File: src/rtl/de2_switch_debouncer.sv
// de2_switch_debouncer
// Synchronises and debounces the DE2 slide switches ahead of the toggle-switch
// PIO. Each bit passes through a two-flop synchroniser. A shared prescaler
// produces a sample tick. A per-bit counter then requires a new level to hold
// for STABLE_TICKS consecutive ticks before it is accepted. On acceptance a
// one-cycle 'changed' strobe is raised for that bit.
module de2_switch_debouncer #(
  parameter int WIDTH        = 18,
  parameter int TICK_DIV     = 50000,
  parameter int STABLE_TICKS = 10
) (
  input  logic             clk,
  input  logic             reset_n,
  input  logic [WIDTH-1:0] sw_in,
  output logic [WIDTH-1:0] out_port,
  output logic [WIDTH-1:0] changed
);

  // Prescaler width: ceil(log2(TICK_DIV)). TICK_DIV >= 2 keeps this at least 1.
  localparam int PW = (TICK_DIV > 1) ? $clog2(TICK_DIV) : 1;
  // Stability counter width: ceil(log2(STABLE_TICKS+1)).
  localparam int CW = (STABLE_TICKS > 0) ? $clog2(STABLE_TICKS + 1) : 1;

  localparam logic [PW-1:0] PCNT_LAST = PW'(TICK_DIV - 1);
  localparam logic [CW-1:0] CNT_LAST  = CW'(STABLE_TICKS - 1);

  logic [WIDTH-1:0]         s1_q, s1_d;
  logic [WIDTH-1:0]         s2_q, s2_d;
  logic [PW-1:0]            pcnt_q, pcnt_d;
  logic [WIDTH-1:0][CW-1:0] cnt_q, cnt_d;
  logic [WIDTH-1:0]         out_q, out_d;
  logic [WIDTH-1:0]         changed_q, changed_d;
  logic                     tick;

  // Synchroniser and prescaler next-state. The tick is high for the single
  // cycle in which the prescaler sits at its last count.
  always_comb begin
    s1_d   = sw_in;
    s2_d   = s1_q;
    tick   = (pcnt_q == PCNT_LAST);
    pcnt_d = tick ? '0 : pcnt_q + 1'b1;
  end

  // Per-bit qualification. A match with the current output always clears the
  // counter, so any bounce back restarts qualification. Otherwise each tick
  // advances the counter until the last count, where the new level is taken.
  always_comb begin
    cnt_d     = cnt_q;
    out_d     = out_q;
    changed_d = '0;
    for (int i = 0; i < WIDTH; i++) begin
      if (s2_q[i] == out_q[i]) begin
        cnt_d[i] = '0;
      end else if (tick && (cnt_q[i] == CNT_LAST)) begin
        out_d[i]     = s2_q[i];
        cnt_d[i]     = '0;
        changed_d[i] = 1'b1;
      end else if (tick) begin
        cnt_d[i] = cnt_q[i] + 1'b1;
      end
    end
  end

  // State registers. The asynchronous reset clears everything, including any
  // qualification in progress.
  always_ff @(posedge clk or negedge reset_n) begin
    if (!reset_n) begin
      s1_q      <= '0;
      s2_q      <= '0;
      pcnt_q    <= '0;
      cnt_q     <= '0;
      out_q     <= '0;
      changed_q <= '0;
    end else begin
      s1_q      <= s1_d;
      s2_q      <= s2_d;
      pcnt_q    <= pcnt_d;
      cnt_q     <= cnt_d;
      out_q     <= out_d;
      changed_q <= changed_d;
    end
  end

  assign out_port = out_q;
  assign changed  = changed_q;

endmodule
File: config.mk
export PLATFORM = sky130hd
export DESIGN_NAME = de2_switch_debouncer
export DESIGN_NICKNAME = d
export VERILOG_FILES = /design/src/rtl/de2_switch_debouncer.sv
export SDC_FILE = /design/constraint.sdc
export NUM_CORES = 1
export LEC_CHECK = 0
export ABC_AREA = 1
export CORE_AREA = 2 2 136 138
export CTS_CLUSTER_DIAMETER = 120
export CTS_CLUSTER_SIZE = 24
export DETAILED_ROUTE_END_ITERATION = 16
export DIE_AREA = 0 0 138 140
export GPL_TIMING_DRIVEN = 0
export HOLD_SLACK_MARGIN = 0.06
export SLEW_MARGIN = 20
export SYNTH_ARGS = -nofsm -noshare
export SYNTH_HDL_FRONTEND = slang
export SYNTH_SLANG_ARGS = --single-unit
File: constraint.sdc
create_clock -name clk -period 1.94 [get_ports clk]
set_input_delay 0.291 -clock clk [delete_from_list [all_inputs] [get_ports clk]]
set_output_delay 0.291 -clock clk [all_outputs]
set_load 0.05 [all_outputs]
# After elaboration in Yosys (flattened, before gate mapping)
# Cells that the tools add are included.
# Widths: inputs -> output; s select.
# op_classes
add_sub_neg,19
n_eq_ne,37
muxes,91
n_bitwise,18
reduce_logical,54
# op_table
op,count
$mux 4,54
$add 4x1->4 const B,18
$eq 4x4->1 const B,18
$reduce_bool 3->1,18
$mux 1,36
$reduce_and 2->1,18
$eq 1x1->1,18
$logic_and 1x1->1,18
$not 1->1,18
$add 16x1->16 const B,1
$eq 16x16->1 const B,1
$mux 16,1
# word_totals
regBits,160
inputBits,20
output_inout_bits,36
wordCells,259

# Logic depth before layout (Yosys ltp)
# depth
word_depth,4
ltp_mapped,9
depth_no_buf,9

# Worst setup path before layout
# Ideal clock, no wire load.
# synth_timing
path_kind,register to register
from,register pcnt_q[0]
to,register out_q[6] (netlist: out_port[6])
setup_time_ns,0.120
arrival_time_ns,1.310
required_ns,1.820
slack_ns,0.511
path_stages_with_launch,10
path_buffers,1
period_less_slack_ns,1.429
cell_sequence,dfrtp_1 > ha_1 > nand2_2 > nor2_4 > inv_1 > nor2_4 > buf_4 > nand3_1 > nand2_1 > nand2_1
# synth_via
elab_chain_len,3
# synth_rtl
item,line_no,rtl
start: declaration,29,"logic [PW-1:0] pcnt_q, pcnt_d;"
start signal: assignment,77,pcnt_q <= pcnt_d;
$eq 16x16->1,40,tick = (pcnt_q == PCNT_LAST);
$logic_and 1x1->1,54,end else if (tick && (cnt_q[i] == CNT_LAST)) begin
$reduce_and 2->1 (no source line),n/a,
end signal: assignment,79,out_q <= out_d;
end: declaration,31,"logic [WIDTH-1:0] out_q, out_d;"
# Every way passes these cells.
# A chain may end at the register's enable or synchronous reset.

# Final worst setup path
# layout_timing
from,register changed_q[7] (netlist: changed[7])
to,output port changed[7]
# layout_rtl
item,line_no,rtl
start: declaration,32,"logic [WIDTH-1:0] changed_q, changed_d;"
start signal: assignment,80,changed_q <= changed_d;
end: declaration,16,output logic [WIDTH-1:0] changed
# No word-level cell between the ends.

==> implementation parameters <==
Parameter                              Value

Drt
  DRC violations left ... 0
  Post-detailed-route count of antenna-violating nets ... 0
  Final WL ... 17.7 mm
  Routed wire per std cell ... 14.8 microns
  Drt initial violations ... 310
  Via density per instance ... 5.17
  Total number of vias ... 6198
  Pre-antenna DRT Iters ... 5

Global routing
  Number of global-route vias before repair ... 5802
  Maximum number of pins on one net before global-route repair ... 85
  Wire length of the first global-routing pass ... 29.8 mm
  Initial antenna violation count ... 0
  Global routing usage summed across all routing layers ... 19.3%
  Total overflow reported by the global router ... 0

Hold path
  WHS Path Cells ... 1
  Min-delay worst type ... input port to register

Worst setup path
  Critical path cell sequence ... clkdlybuf4s50_1
  Largest delay contributor family on the critical path ... buffers and inverters
  Internal reg-to-reg setup slack ... 130 ps
  Worst-path maximum fanout ... 1
  Worst path depth ... 1
  Path depth of the worst reg2reg path ... 8
  Kind of capture point of the worst setup path ... output pin
  Worst stage delay on the critical path ... 800 ps
  Arrival time of the worst setup path ... 1570 ps
  Type of the setup path with the least slack ... register to output pin
  Worst Path Buf+Inv ... 1
  Max stage delay cell, worst path ... clkdlybuf4s50_1
  Critical path startpoint category ... register
  Required time worst endpoint ... 1650 ps

Pwr
  Sequential cell fraction of total power ... 47.4%
  Max VDD drop ... 0.661 mV
  Internal power of the cells ... 5.61 mW
  Share of power burned in the clock network ... 50.3%
  Sum of internal, switching and leakage power ... 7.16 mW
  Net switching power ... 1.54 mW
  Part of the power in combinational logic ... 2.3%
  P_leak ... 5.13 nW
  Power Dens Cells ... 766 nW/um^2
  Switching Share ... 21.6%

CTS
  Clock H-tree levels ... 4
  TritonCTS clock tree ... built
  Clock root buffer ... clkbuf_16
  Clock net sink count ... 160
  Clock tree buffer depth ... 2
  Worst-path clk slew ... 70 ps
  Buffers inserted by post-CTS timing repair ... 0
  CTS Buf Count ... 17
  Clock Latency Late Sink ... 440 ps

Floorplanning
  Total number of placement rows ... 49
  Die width ... 138 microns
  CORE AREA ... 17800 sq um
  Total die area ... 19300 sq um
  Initial Utilization ... 44.1%
  Ports ... 56
  Die height ... 140 microns

Timing
  Max Clock Freq ... 537 MHz
  Final period util ... 96.0%
  Final critical path time including I/O delays and setup ... 1860 ps
  RSZ-0062 raised after global routing ... false
  Post-route worst hold slack ... 287 ps
  Worst-Margin Slew ... 676 ps
  Slew Limit Fails ... 0
  Final worst setup slack ... 77.7 ps
  Sum Neg Setup Slack ... 0 ps
  Relative slew slack ... 54.8%
  Post-Route Skew ... 11.0 ps
  Total of endpoints with negative setup slack in the final report ... 0
  Number of failing hold endpoints at the final stage ... 0

Placed design
  Final estimated routing congestion in global placement ... 0.850
  Quantity of I/O buffers inserted on ports ... 55
  DP HPWL ... 11.2 mm
  Setup slack after placement ... 70.9 ps

Outcome
  Outcome ... completed

Synthesis
  Post-synth top area share ... 51.0%
  Most area-consuming cells after synthesis ... dfrtp_1, nand4_1, nand2_1
  Cell area after synthesis ... 7840 sq um
  Flip-flop and latch count after synthesis ... 160
  Count of cell types in the netlist ... 20
  Net count after synthesis ... 938
  Share of synthesized area occupied by flip-flops and latches ... 51.0%
  Post-Synthesis Cells ... 881
  Synth warnings ... 0
  Most area-hungry cell type in the Yosys netlist ... dfrtp_1
  Mean instance size in the synthesized netlist ... 8.90 sq um

Final layout
  Area Growth Syn to Fin ... 19.2%
  Number of nets in the layout ... 1014
  Ratio of cells with drive above 1 in the final layout ... 6.50%
  Post-Route Utilization ... 52.6%
  Filler instances ... 1659
  Antenna Diode Count ... 0

Flow run
  Number of maximum-capacitance violations ... 0
## path summary, 6_finish.rpt
path / start / to
min in group asynchronous: reset_n / changed[1]
setup / recovery: changed[7] / changed[7]
hold reg to reg: s1_q[4] / s2_q[4]
setup reg to reg: pcnt_q[0] / out_port[9]
hold / removal: sw_in[16] / s1_q[16]
max in group asynchronous: reset_n / changed[10]
## registers in the layout, summed over array words and instances, names as in the netlist
signal and flops:
changed 18, cnt_q 72, out_port 18, pcnt_q 16
s1_q 18, s2_q 18
## power by group through the flow
stage,clock [mW],sequential (mW),combinational [mW]
final,3.60,3.39,0.163
after global routing,3.82,3.39,0.187
after CTS,3.67,3.39,0.170
after detailed placement,0,3.46,0.167
after global placement,0,3.46,0.158
after floorplan,0,3.45,0.0389
## area by class of cell
| cell class | count | area [sq um] | area share (%) |
|---|---|---|---|
| Clock buffer | 19 | 443 | 4.74 |
| Sequential cell | 160 | 4000 | 42.8 |
| Timing Repair Buffer | 57 | 582 | 6.22 |
| Tap cell | 229 | 287 | 3.07 |
| Multi-Input combinational cell | 567 | 3200 | 34.2 |
| Clock inverter | 12 | 185 | 1.98 |
| Inverter | 131 | 492 | 5.26 |
| Buffer | 23 | 155 | 1.66 |
## synthesized netlist by cell type
| library cell | count |
|---|---|
| nor3_1 | 14 |
| o21bai_1 | 2 |
| nand2_1 | 182 |
| nand3_1 | 120 |
| nand4_1 | 110 |
| buf_2 | 14 |
| clkbuf_2 | 1 |
| buf_4 | 4 |
| nor2_4 | 4 |
| inv_1 | 131 |
| nand2_2 | 1 |
| xor2_1 | 41 |
| ha_1 | 37 |
| a21oi_1 | 3 |
| nor2_1 | 33 |
| nand3_2 | 1 |
| nor2_2 | 1 |
| dfrtp_1 | 160 |
| and3_1 | 18 |
| buf_6 | 4 |
## per-stage QoR
step,cells,cell area [sq um]
after global placement,1165,8680
after detailed placement,1166,8710
after floorplan,881,7840
after global routing,1198,9350
after CTS,1198,9330
final,1198,9350
## metal layers
metal / routed length [microns] / track usage (%)
met5: 0 / 0
met4: 209 / 5.96
met3: 625 / 3.38
met2: 8270 / 31.2
met1: 8590 / 26.7
## repair_timing
action	CTS	global route
hold endpoints to repair	83	0
resized for setup	15	6
pin swaps	0	0
endpoints found under the setup margin	15	72
hold buffers	1	0
## layout by cell type, fill, tap and decap left out, drive strengths merged
cell type	netlist	routed
nand2	183	183
dfrtp	160	160
inv	131	132
nand3	121	121
nand4	110	110
xor2	41	41
nor2	38	38
ha	37	37
clkdlybuf4s50	0	36
clkbuf	1	22
buf	22	22
and3	18	18
dlygate4sd2	0	15
nor3	14	14
bufinv	0	4
clkinv	0	4
a21oi	3	3
clkinvlp	0	3
dlymetal6s2s	0	3
o21bai	2	2
dlygate4sd3	0	1
## logic make-up after synthesis
| family | count (synthesis) | share of synthesized area [%] |
|---|---|---|
| DFF | 160 | 51.0 |
| AOI/OAI and AO/OA | 5 | 0.383 |
| adders and majority gates | 37 | 5.90 |
| xor gates and xnor gates | 41 | 4.58 |
| and+or+nand+nor | 484 | 29.9 |
| buffers and inverters | 154 | 8.18 |
Note: power is estimated with default switching activity, not from simulation.
